`src/rtl/stoch_pkg.sv`:
```
// stoch_pkg: shared state encoding, LFSR constants and index-width helper for stochastic nodes
package stoch_pkg;
    typedef enum logic [1:0] {IDLE = 2'b00, INIT = 2'b01, RUN = 2'b10} state_t;
    localparam int LFSR_W = 16;
    // Taps 16,14,13,11 expressed as a bit mask over the 16-bit register
    localparam logic [LFSR_W-1:0] LFSR_TAPS = 16'hB400;
    function automatic int clog2(input int v);
        int r = 0;
        for (int i = 0; i < 31; i++)
            if ((1 << i) < v) r = i + 1;
        return r;
    endfunction
endpackage

```
`src/rtl/lfsr16.sv`:
```
// lfsr16: 16-bit Fibonacci LFSR, shifts left with feedback into bit 0, free-running out of reset
module lfsr16 import stoch_pkg::*; #(
    parameter logic [LFSR_W-1:0] SEED = 16'hACE1
) (
    input  logic              CLK,
    input  logic              RESET,
    output logic [LFSR_W-1:0] lfsr
);
    logic [LFSR_W-1:0] lfsr_q, lfsr_d;
    assign lfsr_d = {lfsr_q[LFSR_W-2:0], ^(lfsr_q & LFSR_TAPS)};
    always_ff @(posedge CLK or negedge RESET)
        if (!RESET) lfsr_q <= SEED;
        else        lfsr_q <= lfsr_d;
    assign lfsr = lfsr_q;
endmodule

```
`src/rtl/em_edge_ctrl.sv`:
```
// em_edge_ctrl: pre-loads the edge memory with channel bits, then gates it on regenerative states
module em_edge_ctrl import stoch_pkg::*; #(
    parameter int              N    = 8,
    parameter int              DI   = 2,
    parameter int              W    = 8,
    parameter logic [15:0]     SEED = 16'hACE1
) (
    input  logic          CLK,
    input  logic          RESET,
    input  logic          START,
    input  logic [W-1:0]  P,
    input  logic [DI-1:0] IN_BITS,
    input  logic          EM_OUT,
    output logic          EM_IN,
    output logic          EM_EN,
    output logic [N-1:0]  EM_SEL,
    output logic          OUT,
    output logic          READY
);
    localparam int LN = clog2(N);
    state_t          state_q, state_d;
    logic [LN-1:0]   cnt_q, cnt_d, sel_q, sel_d;
    logic            out_q, out_d;
    logic [LFSR_W-1:0] lfsr;
    logic [W-1:0]    rnd;
    logic [LN-1:0]   idx;
    logic            agree;
    logic            lfsr_unused;

    lfsr16 #(.SEED(SEED)) u_lfsr (.CLK(CLK), .RESET(RESET), .lfsr(lfsr));

    assign rnd         = lfsr[W-1:0];
    assign idx         = lfsr[LFSR_W-1 -: LN];
    assign lfsr_unused = ^lfsr;
    assign agree       = (&IN_BITS) | (~|IN_BITS);

    always_comb begin
        state_d = state_q;
        cnt_d   = '0;
        out_d   = 1'b0;
        EM_EN   = 1'b0;
        EM_IN   = 1'b0;
        if (state_q == INIT) begin
            EM_EN   = 1'b1;
            EM_IN   = rnd < P;
            cnt_d   = cnt_q + 1'b1;
            state_d = (cnt_q == LN'(N - 1)) ? RUN : INIT;
        end
        if (state_q == RUN) begin
            EM_EN = agree;
            EM_IN = IN_BITS[0];
            out_d = agree ? IN_BITS[0] : EM_OUT;
        end
        // A restart wins over everything; OUT keeps its value for this one edge
        if (START) begin
            state_d = INIT;
            cnt_d   = '0;
            out_d   = out_q;
        end
        sel_d = (state_d == RUN) ? idx : '0;
    end

    always_ff @(posedge CLK or negedge RESET)
        if (!RESET) begin
            state_q <= IDLE;
            cnt_q   <= '0;
            sel_q   <= '0;
            out_q   <= 1'b0;
        end else begin
            state_q <= state_d;
            cnt_q   <= cnt_d;
            sel_q   <= sel_d;
            out_q   <= out_d;
        end

    assign EM_SEL = N'(sel_q);
    assign OUT    = out_q;
    assign READY  = (state_q == RUN);
endmodule

```
`config.mk`:
```
export PLATFORM = sky130hd
export DESIGN_NAME = em_edge_ctrl
export DESIGN_NICKNAME = d
export VERILOG_FILES = /design/src/rtl/stoch_pkg.sv /design/src/rtl/lfsr16.sv /design/src/rtl/em_edge_ctrl.sv
export SDC_FILE = /design/constraint.sdc
export NUM_CORES = 1
export LEC_CHECK = 0
export ABC_CLOCK_PERIOD_IN_PS = 2600
export BUFFER_PORTS_ARGS = -buffer_cell sky130_fd_sc_hd__buf_4
export CAP_MARGIN = 20
export CORE_AREA = 2 2 50 47
export DETAILED_ROUTE_END_ITERATION = 8
export DIE_AREA = 0 0 52 49
export GPL_TIMING_DRIVEN = 1
export PLACE_DENSITY_LB_ADDON = 0.25
export SETUP_SLACK_MARGIN = 0.4
export SKIP_CTS_REPAIR_TIMING = 1
export SLEW_MARGIN = 10
export SYNTH_ARGS = -nofsm -noshare
export SYNTH_HDL_FRONTEND = slang
export SYNTH_SLANG_ARGS = --single-unit
```
`constraint.sdc`:
```
create_clock -name CLK -period 2.6 [get_ports CLK]
set_clock_uncertainty 0.05 [all_clocks]
set_input_delay 0.39 -clock CLK [delete_from_list [all_inputs] [get_ports CLK]]
set_output_delay 0.39 -clock CLK [all_outputs]
set_load 0.03 [all_outputs]
```
==> flow_metrics.tcl <==
set metrics [dict create \
    start_kind "register" \
    die_h_um 49 \
    hold-worst-slack_ns 0.2118 \
    ys_warn_count 0 \
    gp_congestion 0.7266 \
    clock.fmax_ghz 0.4636 \
    finalSetupTns_ns 0 \
    power.switching_w 0.0001405 \
    cp_cell_sequence "ha_1, nand2_1, a2111oi_2, o21ai_2, buf_6" \
    finalCritPeriodShare 0.8296 \
    yosys_register_bits 25 \
    setup_viol 0 \
    synth_cells 85 \
    async_flop_share 1.000 \
    areaGrowthSynthToFinish_pct 19.88 \
    path_clk_slew_ns 0.13 \
    crit_type "register to output pin" \
    synth_edf_count 0 \
    crit_slowest_cell "dfstp_2" \
    grt_pass1_vias 677 \
    synthDistinctLibCells 25 \
    cts.sink_count 25 \
    cp_top_family "flip-flops" \
    viasPerCell 4.625 \
    core_area_mm2 0.002062 \
    path_buf_inv 1 \
    port-buffer-count 20 \
    combPwrFrac 0.095 \
    die_w_um 52 \
    setup_ws_ns 0.4430 \
    power_frac_clock 0.267 \
    drc 0 \
    cts_root_buf "clkbuf_4" \
    start_util 0.5218 \
    yosysTopAreaCellShare 0.3953 \
    clk_latency_ns 0.31 \
    final_nets 133 \
    critPathArrivalTime_ns 1.72 \
    grt_max_degree 26 \
    ys_top_cells_by_area "dfrtp_1 40%, dfstp_2 20%, ha_1 10%" \
    synthFlopType "dfrtp_1" \
    yosysMostFrequentCell "dfrtp_1" \
    final_hold_viol_count 0 \
    drv_cap 0 \
    diodes 0 \
    power.density_mw_per_mm2 480.9 \
    wl_per_cell_um 11.35 \
    drtAntennaViolNets 0 \
    finalCriticalPeriod_ns 2.157 \
    drt_wl_total_um 1544 \
    status "finished, final reports clean" \
    yosysSeqAreaShare 0.5907 \
    numCtsBuffers 3 \
    die_area_mm2 0.002548 \
    irDropWorstVdd_mv 0.3708 \
    critPathRequiredTime_ns 2.16 \
    yosysTopAreaCell "dfrtp_1" \
    maxSlewViolCount 0 \
    cts_buffer_depth 2 \
    ios 26 \
    syn_avg_cell_area_um2 12.66 \
    cp_max_fo 2 \
    seq_power_share 0.638 \
    grt_usage 0.1507 \
    p_leak_nw 0.6421 \
    vias 629 \
    yosys-top-cells-count "17 x dfrtp_1, 9 x ha_1, 8 x dfstp_2, 8 x inv_1, 7 x nand2_1" \
    layout-drive-gt1-share 0.3394 \
    drt_iter0_drc 3 \
    critPathMaxStageDelay_ns 0.56 \
    critPathCaptureType "output pin" \
    synth_area_mm2 0.001076 \
    cts_tree "built" \
    rsz0062_at_grt "true" \
    internal-power_w 0.0004799 \
    antenna_found_initial 0 \
    htree_levels 1 \
    hold_class "input port to register" \
    swShare 0.2264 \
    overflow 0 \
    dpl.hpwl_um 1175 \
    dpl_worst_slack_ns 0.6406 \
    core.rowCount 16 \
    grt_pass1_wl_um 2808 \
    dr.pass1.iters 2 \
]
layer usage:
layer / vias up / track usage / share of wire
met5: - / 0 / 0
met4: 0 / 0.04386 / 0.0091
met3: 2 / 0.06748 / 0.062
met2: 20 / 0.2215 / 0.46
met1: 296 / 0.2004 / 0.47
li1: 311 / - / -
placed cells by master, fill, tap and decap left out, drive strengths merged:
master,netlist,routed
dlygate4sd3,0,1
buf,5,20
nand2,7,7
nor2,3,3
xnor2,3,3
a2111oi,2,2
a21o,1,1
xor2,1,1
dfrtp,17,17
o21ai,3,3
nor3,1,1
dfstp,8,8
maj3,1,1
a21oi,4,4
inv,8,8
o211ai,1,1
conb,1,5
nand2b,3,3
and2,5,5
ha,9,9
clkbuf,0,4
nor2b,2,2
through the flow:
step                      area, um2  std cells  utilization  power [W]
after floorplan                1091         89            -  0.0004376
after global placement         1237        131       0.6001  0.0004588
after detailed placement       1237        131       0.6001  0.0004603
after CTS                      1264        135       0.6129  0.0006295
after global routing           1290        136       0.6256  0.0006588
final                          1290        136       0.6256  0.0006204
layout make-up:
type / count / area, um2
well taps: 27 / 33.78
inverters: 8 / 30.03
repair buffers: 21 / 163.9
multi-input cells: 51 / 400.4
fillers: 164 / 772.0
flip-flops and latches: 25 / 635.6
clock buffers: 4 / 26.28
sequential cells by signal, summed over array words and instances, names as in the netlist:
signal and cells:
OUT 1, cnt_q 3, sel_q 3, state_q 2, u_lfsr.lfsr 16
path summary, 6_finish.rpt:
| check | start | endpoint | slack, ns | cells past startpoint |
|---|---|---|---|---|
| worst max-delay path | u_lfsr.lfsr[5] | EM_IN | 0.44 | 5 |
| worst min-delay path | START | state_q[1] | 0.21 | 2 |
| worst max register to register | cnt_q[0] | sel_q[1] | 1.27 | 5 |
| worst min register to register | u_lfsr.lfsr[8] | u_lfsr.lfsr[9] | 0.31 | 0 |
| max in group asynchronous | RESET | u_lfsr.lfsr[13] | 1.76 | 2 |
| min in group asynchronous | RESET | cnt_q[1] | 0.45 | 2 |
kinds of logic after synthesis:
group / share of synthesized area
other: 0.003485
DFF: 0.5907
buffers and inverters: 0.06280
and+or+nand+nor: 0.1070
adders and majority gates: 0.1140
xor gates and xnor gates: 0.03256
AOI/OAI and AO/OA: 0.08953
power by group through the flow:
stage / sequential (W) / clock (W) / combinational [W]
finish: 0.000396 / 0.000166 / 0.0000590
global route: 0.000397 / 0.000195 / 0.0000676
CTS: 0.000396 / 0.000176 / 0.0000579
detailed placement: 0.000403 / 0 / 0.0000577
global placement: 0.000402 / 0 / 0.0000564
floorplan: 0.000402 / 0 / 0.0000355
Note: power is estimated with default switching activity, not from simulation.
